[config.mk]
export PLATFORM = sky130hd
export DESIGN_NAME = demux1x2_32_stream
export DESIGN_NICKNAME = d
export VERILOG_FILES = /design/src/rtl/demux1x2_32_stream.sv
export SDC_FILE = /design/constraint.sdc
export NUM_CORES = 1
export LEC_CHECK = 0
export CORE_ASPECT_RATIO = 0.9
export CORE_MARGIN = 2
export CORE_UTILIZATION = 54
export DETAILED_ROUTE_END_ITERATION = 8
export PLACE_DENSITY = 0.8
export SLEW_MARGIN = 20
export SYNTH_ARGS = -nofsm -noshare
export SYNTH_HDL_FRONTEND = slang
export SYNTH_SLANG_ARGS = --single-unit
[constraint.sdc]
create_clock -name Clk -period 3 [get_ports Clk]
set_clock_uncertainty 0.15 [all_clocks]
set_input_delay 0.6 -clock Clk [delete_from_list [all_inputs] [get_ports Clk]]
set_output_delay 0.6 -clock Clk [all_outputs]
set_load 0.05 [all_outputs]
[src/rtl/demux1x2_32_stream.sv]
// 1:2 word-stream demultiplexer. Select steers each word into one of two
// independent registered FIFOs, each with its own delivered-word counter.

module demux1x2_32_stream_fifo #(
  parameter int WIDTH     = 32,
  parameter int DEPTH     = 2,
  parameter int CNT_WIDTH = 16
) (
  input  logic                 Clk,
  input  logic                 ResetN,
  input  logic                 i_push,
  input  logic [WIDTH-1:0]     i_data,
  input  logic                 i_pop,
  output logic                 o_full,
  output logic                 o_valid,
  output logic [WIDTH-1:0]     o_data,
  output logic [CNT_WIDTH-1:0] o_count
);

  localparam int            AW       = $clog2(DEPTH);
  localparam logic [AW:0]   OCC_FULL = (AW+1)'(DEPTH);

  logic [WIDTH-1:0]     r_mem [DEPTH];
  logic [AW-1:0]        r_wptr;
  logic [AW-1:0]        r_rptr;
  logic [AW:0]          r_occ;
  logic [WIDTH-1:0]     r_last;
  logic [CNT_WIDTH-1:0] r_count;

  // NOTE: storage is deliberately left out of reset; only entries below the
  // occupancy count are ever presented, so stale contents are never visible.
  always_ff @(posedge Clk) begin
    if (i_push) r_mem[r_wptr] <= i_data;
  end

  // NOTE: all state here uses non-blocking assignments so every register
  // samples the pre-edge values of its neighbours.
  always_ff @(posedge Clk or negedge ResetN) begin
    if (!ResetN) begin
      r_wptr  <= '0;
      r_rptr  <= '0;
      r_occ   <= '0;
      r_last  <= '0;
      r_count <= '0;
    end else begin
      if (i_push) r_wptr <= r_wptr + 1'b1;
      if (i_pop) begin
        r_rptr  <= r_rptr + 1'b1;
        r_last  <= r_mem[r_rptr];
        r_count <= r_count + 1'b1;
      end
      case ({i_push, i_pop})
        2'b10:   r_occ <= r_occ + 1'b1;
        2'b01:   r_occ <= r_occ - 1'b1;
        default: r_occ <= r_occ;
      endcase
    end
  end

  assign o_full  = (r_occ == OCC_FULL);
  assign o_valid = (r_occ != '0);
  // When drained, keep showing the last delivered word rather than stale storage.
  assign o_data  = o_valid ? r_mem[r_rptr] : r_last;
  assign o_count = r_count;

endmodule

module demux1x2_32_stream #(
  parameter int WIDTH     = 32,
  parameter int DEPTH     = 2,
  parameter int CNT_WIDTH = 16
) (
  input  logic                 Clk,
  input  logic                 ResetN,
  input  logic [WIDTH-1:0]     DataIn,
  input  logic                 Select,
  input  logic                 InValid,
  output logic                 InReady,
  output logic [WIDTH-1:0]     DataOut1,
  output logic                 OutValid1,
  input  logic                 OutReady1,
  output logic [WIDTH-1:0]     DataOut2,
  output logic                 OutValid2,
  input  logic                 OutReady2,
  output logic [CNT_WIDTH-1:0] Count1,
  output logic [CNT_WIDTH-1:0] Count2,
  output logic                 Busy
);

  logic w_full1;
  logic w_full2;
  logic w_push1;
  logic w_push2;
  logic w_pop1;
  logic w_pop2;

  // Readiness looks only at the addressed FIFO, never at the consumers.
  assign InReady = Select ? !w_full2 : !w_full1;
  assign w_push1 = InValid && !Select && !w_full1;
  assign w_push2 = InValid &&  Select && !w_full2;
  assign w_pop1  = OutValid1 && OutReady1;
  assign w_pop2  = OutValid2 && OutReady2;
  assign Busy    = OutValid1 | OutValid2;

  demux1x2_32_stream_fifo #(
    .WIDTH(WIDTH), .DEPTH(DEPTH), .CNT_WIDTH(CNT_WIDTH)
  ) u_fifo1 (
    .Clk     (Clk),
    .ResetN  (ResetN),
    .i_push  (w_push1),
    .i_data  (DataIn),
    .i_pop   (w_pop1),
    .o_full  (w_full1),
    .o_valid (OutValid1),
    .o_data  (DataOut1),
    .o_count (Count1)
  );

  demux1x2_32_stream_fifo #(
    .WIDTH(WIDTH), .DEPTH(DEPTH), .CNT_WIDTH(CNT_WIDTH)
  ) u_fifo2 (
    .Clk     (Clk),
    .ResetN  (ResetN),
    .i_push  (w_push2),
    .i_data  (DataIn),
    .i_pop   (w_pop2),
    .o_full  (w_full2),
    .o_valid (OutValid2),
    .o_data  (DataOut2),
    .o_count (Count2)
  );

endmodule

# Word-level counts from Yosys, hierarchy flattened
# Memories as Yosys holds them, arrays and structs flattened.
# Index checks and enable logic that the tools add are counted.
# classes
bitwise,1
n_eq_ne,6
mux,9
n_div,0
multipliers,0
n_addsub,10
n_shift,0
n_lt_le_gt_ge,0
n_reduce_logical,13
# op_table
cell,count
$mux W32,2
$add A16 B1 Y16 const B,2
$eq A2 B2 Y1 const B,4
$pmux W2 S2,2
$reduce_bool A2 Y1,4
$logic_and A1 B1 Y1,6
$mux W1,5
$add A1 B1 Y1 const B,4
$add A2 B1 Y2 const B,2
$eq A2 B1 Y1 const B,2
$sub A2 B1 Y2 const B,2
$logic_not A1 Y1,3
$or A1 B1 Y1,1
# totals
mem_bits_rw,128
latchBits,0
romBits,0
wordCells,51
inputBits,38
mem_count,2
regBits,104
# memory_table
name,depth,word_bits,read_ports,rd_ports_with_merged_regs,wr,line_no,source
u_fifo1.r_mem,2,32,1,0,1,23,logic [WIDTH-1:0] r_mem [DEPTH];
u_fifo2.r_mem,2,32,1,0,1,23,

# Depth between registers and ports, before layout
# logic_depth
word_depth,5
ltp_mapped,9

# Modules after synthesis
# From an unflattened synthesis, not the netlist that was laid out.
# unflattened
cells_unflattened,704
hier_area_um2,9231.4
# by_module_without_submodules
mod,n_inst,area_each_um2,cells_each,seq_area_each_um2
demux1x2_32_stream_fifo,2,4593.2,349,3223.1
demux1x2_32_stream,1,45.0,6,0.0

# Worst setup path after synthesis
# No wires, ideal clock.
# synth_path
path_type,reg-to-output
from,reg u_fifo1.r_occ[0]
to,out DataOut1[22]
path_buffers,3
t_required_ns,2.250
slack_ns,-0.025
arrival_ns,2.275
path_stages_with_launch,6
path_cell_list,dfrtp_1 > buf_2 > or2_2 > clkbuf_1 > clkbuf_1 > a21oi_1
# synth_between
elab_chain_len,2
# synth_lines
element,line_no,source
"start, declared",26,logic [AW:0] r_occ;
"start signal, assigned",53,2'b10: r_occ <= r_occ + 1'b1;
"start signal, assigned",54,2'b01: r_occ <= r_occ - 1'b1;
"start signal, assigned",55,default: r_occ <= r_occ;
$reduce_bool A2 Y1,61,assign o_valid = (r_occ != '0);
via OutValid1,80,"output logic OutValid1,"
$mux W32,63,assign o_data = o_valid ? r_mem[r_rptr] : r_last;
"end, declared",79,"output logic [WIDTH-1:0] DataOut1,"
# The timed path passes the listed nets, and every way through them passes these cells.

# Worst setup path after layout
# layout_path
from,reg u_fifo1.r_occ[0]
to,out DataOut1[21]
# layout_between
elab_chain_len,2
# layout_lines
element,line_no
$reduce_bool A2 Y1,61
$mux W32,63
# Every way passes these cells.

==> impl_metrics.yaml <==
timing:
  finalCriticalPeriod_ns: 2.91
  tightest_slew_ns: 0.664
  setup_viol: 0
  finalMaxSlewViolations: 0
  max_freq_mhz: 344
  relSlewSlack_pct: 55.6
  rsz0062_at_grt: "false"
  finalHoldViolCount: 0
  period_share_pct: 97.0
layout:
  area_growth_pct: 31.9
  regArea_um2: 6450
  multi_input_area_um2: 2610
  diodes: 0
  drive_gt1_share_pct: 16.2
  instances_no_fill: 1079
  nets: 893
  fin_area_um2: 12200
  fillers: 1042
detailed_routing:
  wl_per_cell_um: 18.4
  dr_total_vias: 6021
  postRouteAntennaNets: 0
  drt-pass1-iter-count: 5
  drt-total-wl_um: 19900
  via_per_inst: 5.58
  drc_errors: 0
  drt-initial-drc-count: 392
synthesis:
  yosysSeqAreaShare_pct: 69.9
  syn_nets: 753
  async_reset_ff_share_pct: 44.8
  yosysUniqueCellTypes: 35
  syn-cell-area_um2: 9230
  synth_edf_count: 128
  synth.top_cell.area_share_pct: 41.7
  synth_top_family_by_area: "simple AND/OR/NAND/NOR gates"
  synthAdderAreaFrac_pct: 0.542
  syn_inst: 711
  synthSimpleGateAreaFrac_pct: 8.67
  yosysWarnings: 0
  synth_compound_area_share_pct: 7.42
  yosysMostFrequentCell: "edfxtp_1"
  muxShareOfSynthArea_pct: 7.31
  synth_top_area_cell: "edfxtp_1"
  synth_commonest_cells: "edfxtp_1 (128), nor2_1 (113), dfrtp_1 (104), a21oi_1 (96), mux2i_1 (64)"
  avgSynthCellArea_um2: 13.0
  synthTopCellsByArea: "edfxtp_1 (42%), dfrtp_1 (28%), mux2i_1 (6.9%), a21oi_1 (5.2%), nor2_1 (4.6%)"
  yosys.area_share.xor_xnor_pct: 3.80
  synth.ff_latch_count: 232
  synth_ff_type: "edfxtp_1"
die:
  die_w_um: 142
  io-pin-count: 138
  rows: 45
  die_area_um2: 18100
  core_um2: 16800
  initial_utilization_pct: 55.0
  dieHeight_um: 128
pwr:
  ir_worst_vdd_v: 0.000957
  pwr-share-clk_pct: 18.5
  p_int_mw: 9.17
  leakage_nw: 4.91
  power_mw: 15.8
  switchingPower_mw: 6.61
  pwr-share-comb_pct: 51.0
  cellPowerDensity_nw_per_um2: 1300
  p_seq_share_pct: 30.5
  p_sw_share_pct: 41.9
worst_setup_path:
  critPathMaxFanout: 66
  startpoint_type: "flop"
  crit_type: "reg -> out"
  cp.required_ns: 2.25
  cp.arrival_ns: 2.16
  worstSetupEndpointType: "output port"
global_route:
  antenna_found_initial: 0
  grt_max_degree: 68
  grt_overflow: 0
  grt_usage_pct: 22.6
  grt_pass1_vias: 6281
  grt_first_pass_wirelength_um: 31900
placed_design:
  dp_hpwl_um: 13200
  placed_area_um2: 11400
  io_buffers: 137
  routabilityCongestion: 0.854
  dp.cells: 1036
cts:
  clk_root_buffer_cell: "clkbuf_16"
  cts_buffer_depth: 3
  htreeDepth: 1
  post_cts_buffers: 0
  cts_tree: "done"
  path_clk_slew_ns: 0.06
  numCtsBuffers: 23
  cts_sinks: 232
  clock_latency_ns: 0.51
flow_run:
  cap_violations: 0
hold_path:
  min_path_type: "reg -> reg"
run_status:
  outcome: "finished, final reports clean"
per-stage QoR:
stage | setup slack (ns) | TNS [ns] | hold slack (ns) | utilization, %
after global routing | 0.0330 | 0 | 0.334 | 72.5
after floorplan | -0.0252 | -0.227 | 0.154 | -
after CTS | 0.0620 | 0 | 0.326 | 72.5
final | 0.0904 | 0 | 0.326 | 72.5
after detailed placement | 0.482 | 0 | 0.318 | 67.7
after global placement | 0.545 | 0 | 0.309 | 67.7
what timing repair did:
action	CTS	global route
hold buffers	1	0
endpoints found under the setup margin	0	4
hold endpoints to repair	38	0
resized for setup	0	2
per-layer routing:
layer	vias to the layer above	global-route usage, %	part of all wire (%)
met1	3016	29.5	42
met4	0	6.82	2.7
met2	186	39.6	51
met3	36	3.32	4.4
met5	-	0	0
li1	2783	-	-
layout make-up:
class	count	area share, %
repair buffers	154	16.7
clock inverters	14	1.17
inverters	8	0.247
well taps	211	2.17
flip-flops and latches	232	53.0
multi-input cells	432	21.4
clock buffers	28	5.31
worst paths after layout:
kind | to | cells after the start | startpoint | slack, ns
hold reg to reg | u_fifo1.o_count[15]$_DFFE_PN0P_ | 1 | u_fifo1.o_count[15]$_DFFE_PN0P_ | 0.33
max in group asynchronous | u_fifo2.r_rptr$_DFFE_PN0P_ | 3 | ResetN | 1.45
setup reg to reg | u_fifo1.o_count[1]$_DFFE_PN0P_ | 3 | u_fifo1.r_occ[0]$_DFFE_PN0P_ | 0.78
hold / removal | u_fifo1.o_count[15]$_DFFE_PN0P_ | 1 | u_fifo1.o_count[15]$_DFFE_PN0P_ | 0.33
setup / recovery | DataOut1[21] | 4 | u_fifo1.r_occ[0]$_DFFE_PN0P_ | 0.09
min in group asynchronous | u_fifo1.o_count[9]$_DFFE_PN0P_ | 2 | ResetN | 0.46
worst max-delay path, cell delays in order (launching register included):
cell and delay, ns:
dfrtp_1 0.49, or2_2 0.37, buf_12 0.21, a21oi_1 0.37, buf_12 0.19
flip-flops by register name, indices dropped and copies added, names as in the netlist:
| register | cells |
|---|---|
| u_fifo1.r_mem | 64 |
| u_fifo2.r_mem | 64 |
| u_fifo1.r_last | 32 |
| u_fifo2.r_last | 32 |
| u_fifo1.o_count | 16 |
| u_fifo2.o_count | 16 |
| u_fifo1.r_occ | 2 |
| u_fifo2.r_occ | 2 |
| u_fifo1.r_rptr | 1 |
| u_fifo1.r_wptr | 1 |
| u_fifo2.r_rptr | 1 |
| u_fifo2.r_wptr | 1 |
cell usage in the layout (no fill, tap or decap), types with 3 or more instances in the layout:
cell,n
a21oi_1,95
and3_1,3
buf_12,56
buf_4,29
bufinv_16,3
clkbuf_16,24
clkbuf_8,3
clkdlybuf4s50_1,68
clkinv_1,5
clkinv_2,5
dfrtp_1,102
edfxtp_1,128
ha_1,4
inv_1,8
mux2_2,3
mux2i_1,64
nand2_1,38
nand3_1,11
nand4_1,7
nor2_1,109
nor2_4,4
o21ai_0,32
or2_2,4
xnor2_1,26
xor2_1,14
kinds of logic (layout without fill, tap and decap cells):
family / count (synthesis) / after routing
AOI/OAI and AO/OA: 133 / 133
xor gates and xnor gates: 40 / 40
adders and majority gates: 4 / 4
buffers and inverters: 47 / 204
DFF: 232 / 232
muxes: 67 / 67
and+or+nand+nor: 188 / 188
power groups by stage:
stage	clock [mW]	combinational [mW]	sequential, mW
finish	2.93	8.05	4.81
CTS	2.97	8.12	4.80
detailed placement	0	8.05	4.84
floorplan	0	4.49	4.86
global route	3.10	8.47	4.90
global placement	0	7.92	4.77
No activity file was read; power rests on OpenSTA's default activity.
